===== config.mk =====
export PLATFORM = sky130hd
export DESIGN_NAME = element_serializer
export DESIGN_NICKNAME = d
export VERILOG_FILES = /design/src/rtl/element_serializer_pkg.sv /design/src/rtl/element_serializer_name_rom.sv /design/src/rtl/element_serializer.sv
export SDC_FILE = /design/constraint.sdc
export NUM_CORES = 1
export LEC_CHECK = 0
export ABC_AREA = 1
export CAP_MARGIN = 0
export CORE_UTILIZATION = 40
export DETAILED_ROUTE_END_ITERATION = 12
export GPL_TIMING_DRIVEN = 0
export PLACE_DENSITY = 0.67
export SLEW_MARGIN = 0
export SYNTH_ARGS = -nofsm -noshare
export SYNTH_HDL_FRONTEND = slang
export SYNTH_HIERARCHICAL = 1
export SYNTH_SLANG_ARGS = --single-unit

===== constraint.sdc =====
create_clock -name clock -period 5.1 [get_ports clock]
set_input_delay 1.275 -clock clock [delete_from_list [all_inputs] [get_ports clock]]
set_output_delay 1.275 -clock clock [all_outputs]
set_load 0.1 [all_outputs]

===== src/rtl/element_serializer_pkg.sv =====
// Shared definitions for the XML element serializer and its name table:
// bus widths, tag/key codes, punctuation characters, FSM state encoding
// and a helper that picks one character out of a packed name.
package element_serializer_pkg;

    localparam int CHAR_BITES           = 8;
    localparam int ELE_TAG_BITES        = 3;
    localparam int ATTRIBUTE_TYPE_BITES = 2;
    localparam int ATTRIBUTE_VAL_CHARS  = 8;
    localparam int MAX_NAME             = 5;
    localparam int NAME_LEN_BITES       = 3;
    localparam int INDEX_BITES          = 3;

    // Element tag codes
    localparam logic [ELE_TAG_BITES-1:0] TAG_DIV  = 3'd0;
    localparam logic [ELE_TAG_BITES-1:0] TAG_P    = 3'd1;
    localparam logic [ELE_TAG_BITES-1:0] TAG_BODY = 3'd2;
    localparam logic [ELE_TAG_BITES-1:0] TAG_A    = 3'd3;
    localparam logic [ELE_TAG_BITES-1:0] TAG_IMG  = 3'd4;

    // Attribute key codes
    localparam logic [ATTRIBUTE_TYPE_BITES-1:0] KEY_ID    = 2'd0;
    localparam logic [ATTRIBUTE_TYPE_BITES-1:0] KEY_CLASS = 2'd1;
    localparam logic [ATTRIBUTE_TYPE_BITES-1:0] KEY_HREF  = 2'd2;
    localparam logic [ATTRIBUTE_TYPE_BITES-1:0] KEY_SRC   = 2'd3;

    // Punctuation
    localparam logic [CHAR_BITES-1:0] CH_NUL   = 8'h00;
    localparam logic [CHAR_BITES-1:0] CH_SP    = 8'h20;
    localparam logic [CHAR_BITES-1:0] CH_QUOTE = 8'h22;
    localparam logic [CHAR_BITES-1:0] CH_SLASH = 8'h2F;
    localparam logic [CHAR_BITES-1:0] CH_LT    = 8'h3C;
    localparam logic [CHAR_BITES-1:0] CH_EQ    = 8'h3D;
    localparam logic [CHAR_BITES-1:0] CH_GT    = 8'h3E;

    typedef enum logic [3:0] {
        S_IDLE, S_LT, S_SLASH, S_TAG, S_AWAIT, S_SP,
        S_KEY, S_EQ, S_QO, S_VAL, S_QC, S_GT
    } state_t;

    // Names are stored right-justified (first character in the highest
    // occupied byte), so character 'index' sits at byte (len-1-index).
    function automatic logic [CHAR_BITES-1:0] name_char(
        input logic [MAX_NAME*CHAR_BITES-1:0] name,
        input logic [NAME_LEN_BITES-1:0]      len,
        input logic [INDEX_BITES-1:0]         index
    );
        logic [NAME_LEN_BITES-1:0] pos;
        pos = len - 3'd1 - index;
        return name[32'(pos) * CHAR_BITES +: CHAR_BITES];
    endfunction

endpackage


===== src/rtl/element_serializer_name_rom.sv =====
// Combinational name table shared by serializer and parser sides.
// Ports:
//   is_attr   - 0 selects the tag table, 1 the attribute-key table
//   code      - tag code, or key code in the low bits when is_attr=1
//   index     - character position within the name
//   character - ASCII character at that position
//   length    - number of characters in the selected name
module element_serializer_name_rom
    import element_serializer_pkg::*;
(
    input  logic                      is_attr,
    input  logic [ELE_TAG_BITES-1:0]  code,
    input  logic [INDEX_BITES-1:0]    index,
    output logic [CHAR_BITES-1:0]     character,
    output logic [NAME_LEN_BITES-1:0] length
);

    logic [MAX_NAME*CHAR_BITES-1:0] name;

    // NOTE: every variable gets a default before the case so no path leaves it unassigned (no latch).
    always_comb begin
        name   = {16'h0, "div"};
        length = 3'd3;
        if (is_attr) begin
            unique case (code[ATTRIBUTE_TYPE_BITES-1:0])
                KEY_ID:    begin name = {24'h0, "id"};  length = 3'd2; end
                KEY_CLASS: begin name = "class";        length = 3'd5; end
                KEY_HREF:  begin name = {8'h0, "href"}; length = 3'd4; end
                KEY_SRC:   begin name = {16'h0, "src"}; length = 3'd3; end
            endcase
        end else begin
            case (code)
                TAG_P:    begin name = {32'h0, "p"};    length = 3'd1; end
                TAG_BODY: begin name = {8'h0, "body"};  length = 3'd4; end
                TAG_A:    begin name = {32'h0, "a"};    length = 3'd1; end
                TAG_IMG:  begin name = {16'h0, "img"};  length = 3'd3; end
                // TAG_DIV and the unassigned codes 5..7 all render as "div"
                default:  begin name = {16'h0, "div"};  length = 3'd3; end
            endcase
        end
        character = name_char(name, length, index);
    end

endmodule


===== src/rtl/element_serializer.sv =====
// Turns a decoded XML element (tag, start/end, attribute key/value pairs)
// into a character stream such as <a href="x.htm"> or </div>.
// Ports:
//   clock, reset_n          - clock, asynchronous active-low reset
//   start, element_tag,
//   element_type, has_attrs - element request, sampled while idle
//   busy                    - element in progress
//   attr_valid/attr_ready,
//   attr_type, attr_value,
//   attr_last               - attribute handshake; value is NUL-terminated, char 0 in LSBs
//   char_out/char_valid/
//   char_ready              - output character handshake
//   done                    - one-cycle pulse after '>' is accepted
module element_serializer
    import element_serializer_pkg::*;
#(
    parameter int CHAR_W      = CHAR_BITES,
    parameter int TAG_W       = ELE_TAG_BITES,
    parameter int ATTR_TYPE_W = ATTRIBUTE_TYPE_BITES,
    parameter int VAL_CHARS   = ATTRIBUTE_VAL_CHARS
)(
    input  logic                        clock,
    input  logic                        reset_n,
    input  logic                        start,
    input  logic [TAG_W-1:0]            element_tag,
    input  logic                        element_type,
    input  logic                        has_attrs,
    output logic                        busy,
    input  logic                        attr_valid,
    output logic                        attr_ready,
    input  logic [ATTR_TYPE_W-1:0]      attr_type,
    input  logic [VAL_CHARS*CHAR_W-1:0] attr_value,
    input  logic                        attr_last,
    output logic [CHAR_W-1:0]           char_out,
    output logic                        char_valid,
    input  logic                        char_ready,
    output logic                        done
);

    state_t                      state_q, state_d;
    logic [INDEX_BITES-1:0]      idx_q, idx_d, idx_inc;
    logic [TAG_W-1:0]            tag_q;
    logic                        end_q, attrs_q, last_q, done_q;
    logic [ATTR_TYPE_W-1:0]      key_q;
    logic [VAL_CHARS*CHAR_W-1:0] value_q;
    logic [CHAR_W-1:0]           rom_char, cur_val_char, nxt_val_char;
    logic [NAME_LEN_BITES-1:0]   rom_len;
    logic                        fire;

    element_serializer_name_rom u_name_rom (
        .is_attr   (state_q == S_KEY),
        .code      ((state_q == S_KEY) ? ELE_TAG_BITES'(key_q) : ELE_TAG_BITES'(tag_q)),
        .index     (idx_q),
        .character (rom_char),
        .length    (rom_len)
    );

    assign idx_inc      = idx_q + 3'd1;
    assign cur_val_char = value_q[32'(idx_q)   * CHAR_W +: CHAR_W];
    assign nxt_val_char = value_q[32'(idx_inc) * CHAR_W +: CHAR_W];

    // Every state except IDLE and AWAIT presents a character.
    assign char_valid = (state_q != S_IDLE) && (state_q != S_AWAIT);
    assign fire       = char_valid && char_ready;
    assign busy       = (state_q != S_IDLE);
    assign attr_ready = (state_q == S_AWAIT);
    assign done       = done_q;

    always_comb begin
        state_d  = state_q;
        idx_d    = idx_q;
        char_out = '0;
        case (state_q)
            S_IDLE:  if (start) begin state_d = S_LT; idx_d = '0; end
            S_LT: begin
                char_out = CH_LT;
                if (fire) state_d = end_q ? S_SLASH : S_TAG;
            end
            S_SLASH: begin
                char_out = CH_SLASH;
                if (fire) state_d = S_TAG;
            end
            S_TAG: begin
                char_out = rom_char;
                if (fire) begin
                    if (idx_q == rom_len - 3'd1) begin
                        idx_d = '0;
                        // End tags never carry attributes, whatever has_attrs said
                        state_d = (attrs_q && !end_q) ? S_AWAIT : S_GT;
                    end else begin
                        idx_d = idx_inc;
                    end
                end
            end
            S_AWAIT: if (attr_valid) state_d = S_SP;
            S_SP: begin
                char_out = CH_SP;
                if (fire) state_d = S_KEY;
            end
            S_KEY: begin
                char_out = rom_char;
                if (fire) begin
                    if (idx_q == rom_len - 3'd1) begin
                        idx_d   = '0;
                        state_d = S_EQ;
                    end else begin
                        idx_d = idx_inc;
                    end
                end
            end
            S_EQ: begin
                char_out = CH_EQ;
                if (fire) state_d = S_QO;
            end
            S_QO: begin
                char_out = CH_QUOTE;
                // An empty value skips VAL entirely and yields key=""
                if (fire) state_d = (value_q[CHAR_W-1:0] == CH_NUL) ? S_QC : S_VAL;
            end
            S_VAL: begin
                char_out = cur_val_char;
                if (fire) begin
                    if (idx_q == INDEX_BITES'(VAL_CHARS - 1) || nxt_val_char == CH_NUL) begin
                        idx_d   = '0;
                        state_d = S_QC;
                    end else begin
                        idx_d = idx_inc;
                    end
                end
            end
            S_QC: begin
                char_out = CH_QUOTE;
                if (fire) state_d = last_q ? S_GT : S_AWAIT;
            end
            S_GT: begin
                char_out = CH_GT;
                if (fire) state_d = S_IDLE;
            end
            default: state_d = S_IDLE;
        endcase
    end

    // NOTE: sequential state uses non-blocking assignments so every register samples pre-edge values.
    always_ff @(posedge clock or negedge reset_n) begin
        if (!reset_n) begin
            state_q <= S_IDLE;
            idx_q   <= '0;
            tag_q   <= '0;
            end_q   <= 1'b0;
            attrs_q <= 1'b0;
            key_q   <= '0;
            // NOTE: the value register is reset as well; it is a handful of flops, not a RAM, and a known value keeps reruns deterministic.
            value_q <= '0;
            last_q  <= 1'b0;
            done_q  <= 1'b0;
        end else begin
            state_q <= state_d;
            idx_q   <= idx_d;
            done_q  <= (state_q == S_GT) && char_ready;
            if (state_q == S_IDLE && start) begin
                tag_q   <= element_tag;
                end_q   <= element_type;
                attrs_q <= has_attrs;
            end
            if (state_q == S_AWAIT && attr_valid) begin
                key_q   <= attr_type;
                value_q <= attr_value;
                last_q  <= attr_last;
            end
        end
    end

endmodule


==> run metrics, run 1 <==
outcome completed; via count 4451; commonest cells in the netlist 103 x nand2_1, 80 x dfrtp_1, 74 x nor2_1; largest net degree at the start of global routing 42; Clk pwr share roughly an eighth; CTS tree yes; Synth top area share between 30 and 40%; grt ovf 0; VDD IR max around 0.00033 V; port bufs 88; FFs w/ async S/R, synth 100.0%; post-synthesis register bit count 80; Max Fclk 196.9 MHz; Detail Placement HPWL 10710 microns; ratio of cells with drive above 1 in the final layout around 27%; PwrDens 700.8 nW/um^2; CP Buf/Inv Count 8; core area 12620 sq um; cts bufs inserted 9; area of the multi-input gates 3037 sq um; Antenna Violating Nets Remaining 0; Worst Setup End Kind output port; GR Util All Layers between 20% and 30%; initial antenna violation count 0; drt via density 5.146; EDFF count, synth 0; Critical Path Start Type flop; clock transition at the registers of the reported paths 0.06 ns; Post-CTS Hold Fix Bufs 0; Synth Instances 566; internal power 2.581 mW; kind of critical path flop to output port; delay-heaviest family, CP simple AND/OR/NAND/NOR gates; first-pass GRT wire length 22540 microns; hold slack 0.4858 ns; hold crit path type flop to flop; post-synthesis cell area 5175 sq um; Core Util, Final 55.60%; final setup violation count 0; Remaining DRCs 0; placer congestion estimate roughly 0.87; Root Buffer clkbuf_16; syn avg cell area approximately 9.1 sq um; Final Cycle Share 99.61%; Overall Power 4.917 mW; final-stage net count roughly 800; pre-CTS setup slack -0.9150 ns; fill cell count roughly 1200; largest stage delay on the critical path 0.54 ns; Max Cap Violations 0; Sequential Area 2004 sq um; WP data required 3.83 ns; Worst Skew 0.005849 ns; synth warn 6; antenna cells 0; Site Rows a little over 40; Least-Margin Pin Slew 0.9799 ns; maximum fanout along the worst path 6; Logic pwr share about two thirds; Rel. slew slack between 30% and 40%; syn_nets 655; slack of the critical path 0.02006 ns; clk_lat worst skew about 0.35 ns; CTS sink count 80; WL/cell 16.28 microns; dominant cell type by area after synthesis dfrtp_1; Total Wirelength about 14000 microns; Hold Fails Final Rpt 0; Unique masters post-synth 46; worst path arrival time 3.80 ns; top-count cell post-synth nand2_1; Starting Density 41.01%; sw frac 47.51%; Syn-to-layout area delta 35.59%; Die Ht 115.7 microns; minimum clock period roughly 5.1 ns; synth top area cells dfrtp_1 39%, mux2_4 17%, nand2_1 7.5%; DRT Pass-1 Iters 5; commonest register cell after synthesis dfrtp_1; switching pwr 2.336 mW; register area share after synthesis approximately two fifths; sequential share of power 23.1%; vias in the first global route 4434; io pins 89; Die X between 100 and 150 microns; H-tree depth 3; RSZ-0062 raised after global routing true; Lkg Pwr 3.421 nW; DIE AREA 13400 sq um; Worst path slowest cell fa_2; maximum clock path buffer count 2; initial drt markers ~320; final slew viol count 0
metrics by stage:
| stage | cell area, sq um | setup TNS [ns] | cells |
|---|---|---|---|
| floorplan | 5239 | -0.004550 | 566 |
| global placement | 6335 | -7.984 | 826 |
| detailed placement | 6352 | -5.800 | 827 |
| CTS | 6838 | -0.04495 | 858 |
| global route | 7017 | -0.9410 | 865 |
| finish | 7017 | 0 | 865 |
registers in the layout, indices dropped and copies added (netlist names):
signal	flops
attrs_q	1
tag_q	3
value_q	64
key_q	2
done	1
end_q	1
idx_q	3
last_q	1
state_q	4
metal layers:
metal / up-vias / global-route usage, % / wire [microns]
met5: - / 0 / 0
met4: 0 / 10.68 / 405
met3: 29 / 3.766 / 585
met2: 135 / 36.65 / 6664
met1: 2124 / 29.58 / 6430
li1: 2163 / - / -
placed cells by master (no fill, tap or decap), types with 3 or more instances in the layout:
cell type	count
buf_4	27
nand2_4	7
clkdlybuf4s50_1	80
nand3_2	5
o211ai_1	9
nand2_1	92
nor2_1	71
mux2_4	60
o221ai_1	9
nand2_2	9
ha_1	6
inv_2	12
mux2i_1	9
nand4_1	9
o21ai_0	27
o21ai_2	3
inv_1	31
nor2_2	5
xor2_1	3
o32ai_1	4
clkbuf_16	9
buf_2	4
nor3_1	9
buf_12	7
nor2_4	4
nand3_1	30
buf_6	7
ha_2	3
clkbuf_1	11
a21oi_1	15
dfrtp_1	78
path summary, 6_finish.rpt:
kind | startpoint | to | slack (ns) | depth (start not counted)
setup / recovery | state_q[0]$_DFFE_PN0P_ | char_out[5] | 0.02 | 25
hold / removal | tag_q[0]$_DFFE_PN0P_ | tag_q[0]$_DFFE_PN0P_ | 0.49 | 2
setup reg to reg | state_q[0]$_DFFE_PN0P_ | state_q[3]$_DFFE_PN0P_ | 1.98 | 22
hold reg to reg | tag_q[0]$_DFFE_PN0P_ | tag_q[0]$_DFFE_PN0P_ | 0.49 | 2
max in group asynchronous | reset_n | value_q[28]$_DFFE_PN0P_ | 3.60 | 2
min in group asynchronous | reset_n | value_q[26]$_DFFE_PN0P_ | 0.90 | 1
cell type report:
cell class,count,area share (%)
repair buffers,112,16.24
clock inverters,2,0.2318
plain buffers,23,2.318
inverters,47,2.728
flip-flops and latches,80,28.57
multi-input cells,416,43.28
clock buffers,13,3.566
well taps,172,3.067
worst reg2reg max path, stage by stage, from the launching register on:
cell and delay (ns):
dfrtp_1 0.40, inv_2 0.08, nand2_4 0.06, nor2_4 0.17, inv_2 0.06, nand2_2 0.07
nand2_4 0.07, buf_4 0.15, ha_4 0.18, o21bai_4 0.17, nand2_1 0.08, nand2_2 0.08
inv_1 0.07, nor2_2 0.09, buf_4 0.11, inv_1 0.03, ha_1 0.28, xor2_1 0.16
nand2_1 0.08, o21ai_2 0.31, nand3_2 0.17, nand2_1 0.09, nand2_1 0.05
cell families after synthesis:
logic type	count (synthesis)	share of synthesized area, %
other	1	0.07246
xor gates and xnor gates	6	1.523
DFF	80	38.68
buffers and inverters	70	6.456
AOI/OAI and AO/OA	76	9.164
muxes	71	19.58
adders and majority gates	12	3.046
and+or+nand+nor	250	21.47
power by group through the flow:
stage	Sequential, mW	Clock (mW)	Combinational [mW]
floorplan	1.05	0	2.08
global placement	1.14	0	2.63
detailed placement	1.14	0	2.66
CTS	1.13	0.614	2.90
global route	1.16	0.641	3.41
finish	1.13	0.600	3.18
timing repair:
action,in CTS,in global routing
endpoints found under the hold margin,0,0
pin swaps,13,17
buffers inserted,16,7
resized for setup,71,32
setup endpoints to repair,7,7
Note: power is estimated with default switching activity, not from simulation.
==> inputs of run 2 (changes only) <==
TNS_END_PERCENT = 30   (was not set)
==> run metrics, run 2 (synthesis gave the netlist of run 1 again) <==
outcome completed; Core Util, Final 55.30% (-0.30 points); CTS sink count 80 (unchanged); biggest registers after layout value_q x64, state_q x4; max reg flops 64 (unchanged); Max Cap Violations 0 (unchanged); io pins 89 (unchanged); cell count after placement 827 (unchanged); Clk pwr share 12.3% (about the same); first-pass GRT wire length 22480 microns (-0.28%); Least-Margin Pin Slew 0.9821 ns (+0.002154 ns); Root Buffer clkbuf_16; minimum clock period 5.091 ns (+0.01119 ns); VDD IR max 0.0003335 V (about the same); largest net degree at the start of global routing 42 (unchanged); Syn-to-layout area delta 34.86%; Starting Density 41.01% (unchanged); port bufs 88 (unchanged); Site Rows 41 (unchanged); grt ovf 0 (unchanged); via count 4397 (-1.2%); Detail Placement HPWL 10710 microns (unchanged); Logic pwr share 64.5% (-0.2 points); drt via density 5.095 (-0.98%); hold_sp tag_q[0]$_DFFE_PN0P_; Critical Path Start Type flop; hold path cells 2 (unchanged); kind of critical path flop to output port; DRT Pass-1 Iters 5 (unchanged); core area 12620 sq um (unchanged); PwrDens 699.0 nW/um^2 (-0.26%); sequential share of power 23.2% (about the same); reg2reg setup slack 2.07 ns (+0.09 ns); sw frac 47.52% (about the same); internal power 2.560 mW (-0.82%); Hold Fails Final Rpt 0 (unchanged); Crit Reg-Reg Startpoint state_q[0]$_DFFE_PN0P_; initial drt markers 329 (+3.1%); Rel. slew slack 34.32% (-0.14 points); antenna cells 0 (unchanged); Max Fclk 196.4 MHz (-0.22%); fill cell count 1166 (+0.43%); Cell Area, Placed 6352 sq um (unchanged); setup TNS 0 ns (unchanged); Final Cycle Share 99.83% (+0.22 points); Die Ht 115.7 microns (unchanged); GR Util All Layers 22.56% (-0.056 points); switching pwr 2.318 mW (-0.78%); slack of the critical path 0.008870 ns (-0.01119 ns); Total Wirelength 14050 microns (-0.25%); vias in the first global route 4421 (-0.29%); Worst Setup End Kind output port; CTS tree yes; hold path endpoint tag_q[0]$_DFFE_PN0P_; maximum clock path buffer count 2 (unchanged); pre-CTS setup slack -0.9150 ns (unchanged); final slew viol count 0 (unchanged); Antenna Violating Nets Remaining 0 (unchanged); DIE AREA 13400 sq um (unchanged); WP data required 3.83 ns (about the same); H-tree depth 3 (unchanged); final setup violation count 0 (unchanged); ratio of cells with drive above 1 in the final layout 26.34% (-0.79 points); worst path arrival time 3.82 ns (+0.02 ns); cts bufs inserted 9 (unchanged); commonest cells after routing, fill and taps aside 94 x nand2_1, 80 x clkdlybuf4s50_1, 78 x dfrtp_1; hold crit path type flop to flop; Non-Filler Instances 863 (-0.23%); reg2reg path depth 21 (-4.5%); WL/cell 16.28 microns (about the same); clock transition at the registers of the reported paths 0.06 ns (about the same); commonest non-fill, non-tap cell in the layout nand2_1; Die X 115.7 microns (unchanged); clk_lat worst skew 0.35 ns (about the same); initial antenna violation count 0 (unchanged); placer congestion estimate 0.8713 (unchanged); Lkg Pwr 3.405 nW (-0.46%); Worst Skew 0.005654 ns (-0.0001948 ns); RR Endpoint idx_q[0]$_DFFE_PN0P_; maximum fanout along the worst path 6 (unchanged); RSZ-0062 raised after global routing true; final instance area 6979 sq um (-0.54%); largest register by flop count value_q; Post-CTS Hold Fix Bufs 0 (unchanged); final-stage net count 776 (-0.26%); Remaining DRCs 0 (unchanged)
-- run 2: layer usage --
layer	vias to the layer above	track usage [%]	wire, microns
met5	-	0	0
met4	0	10.68	388
met3	28	3.766	513
met2	119	36.49	6696
met1	2088	29.55	6452
li1	2162	-	-
-- run 2: cell type report --
cell class | count | area (sq um) | area share (%)
multi-input combinational | 416 | 3015 | 43.21
sequential | 80 | 2004 | 28.72
timing repair buffer | 110 | 1120 | 16.05
clock buffer | 13 | 250.2 | 3.586
tap | 172 | 215.2 | 3.084
inverter | 47 | 191.4 | 2.743
buffer | 23 | 166.4 | 2.384
clock inverter | 2 | 16.27 | 0.2331
-- run 2: worst max path at each step --
stage | to | slack (ns) | start | depth (start not counted)
floorplan | char_out[5] | -0.005 | state_q[3]$_DFFE_PN0P_ | 21
global placement | char_out[4] | -0.87 | state_q[3]$_DFFE_PN0P_ | 22
global route | char_out[0] | -0.21 | state_q[3]$_DFFE_PN0P_ | 22
detailed placement | char_out[4] | -0.91 | state_q[3]$_DFFE_PN0P_ | 22
CTS | char_out[5] | -0.02 | state_q[3]$_DFFE_PN0P_ | 23
finish | char_out[5] | 0.009 | state_q[0]$_DFFE_PN0P_ | 25
-- run 2: through the flow --
stage / total power, mW / hold slack [ns]
final: 4.878 / 0.4873
after global routing: 5.170 / 0.5069
after CTS: 4.624 / 0.4821
after detailed placement: 3.792 / 0.4670
after global placement: 3.770 / 0.4621
after floorplan: 3.128 / 0.4422
-- run 2: critical path: stages, from the launching register on --
cell      delay [ns]
dfrtp_1         0.40
inv_2           0.08
nand2_4         0.06
nor2_4          0.17
inv_2           0.06
nand2_2         0.07
nand2_4         0.07
inv_4           0.08
ha_4            0.16
nor2_4          0.05
o21ai_2         0.15
a21boi_4        0.23
ha_2            0.20
inv_2           0.04
fa_2            0.54
buf_8           0.12
inv_6           0.05
nor3_4          0.11
nand3_1         0.09
nand2_1         0.08
inv_1           0.04
nand2_1         0.07
nand2_2         0.07
nand2_1         0.07
nand4_1         0.18
buf_8           0.24
-- run 2: power by group through the flow --
stage | logic (mW) | registers [mW] | clock network, mW
after floorplan | 2.08 | 1.05 | 0
after global placement | 2.63 | 1.14 | 0
after detailed placement | 2.66 | 1.14 | 0
after CTS | 2.88 | 1.13 | 0.614
after global routing | 3.37 | 1.16 | 0.641
final | 3.15 | 1.13 | 0.599
-- run 2: what timing repair did --
action                     4_1_cts  5_1_grt
setup endpoints to repair        7        7
pin swaps                       13       18
gates resized for setup         71       27
setup buffers                   14        7
cloned                           0        0
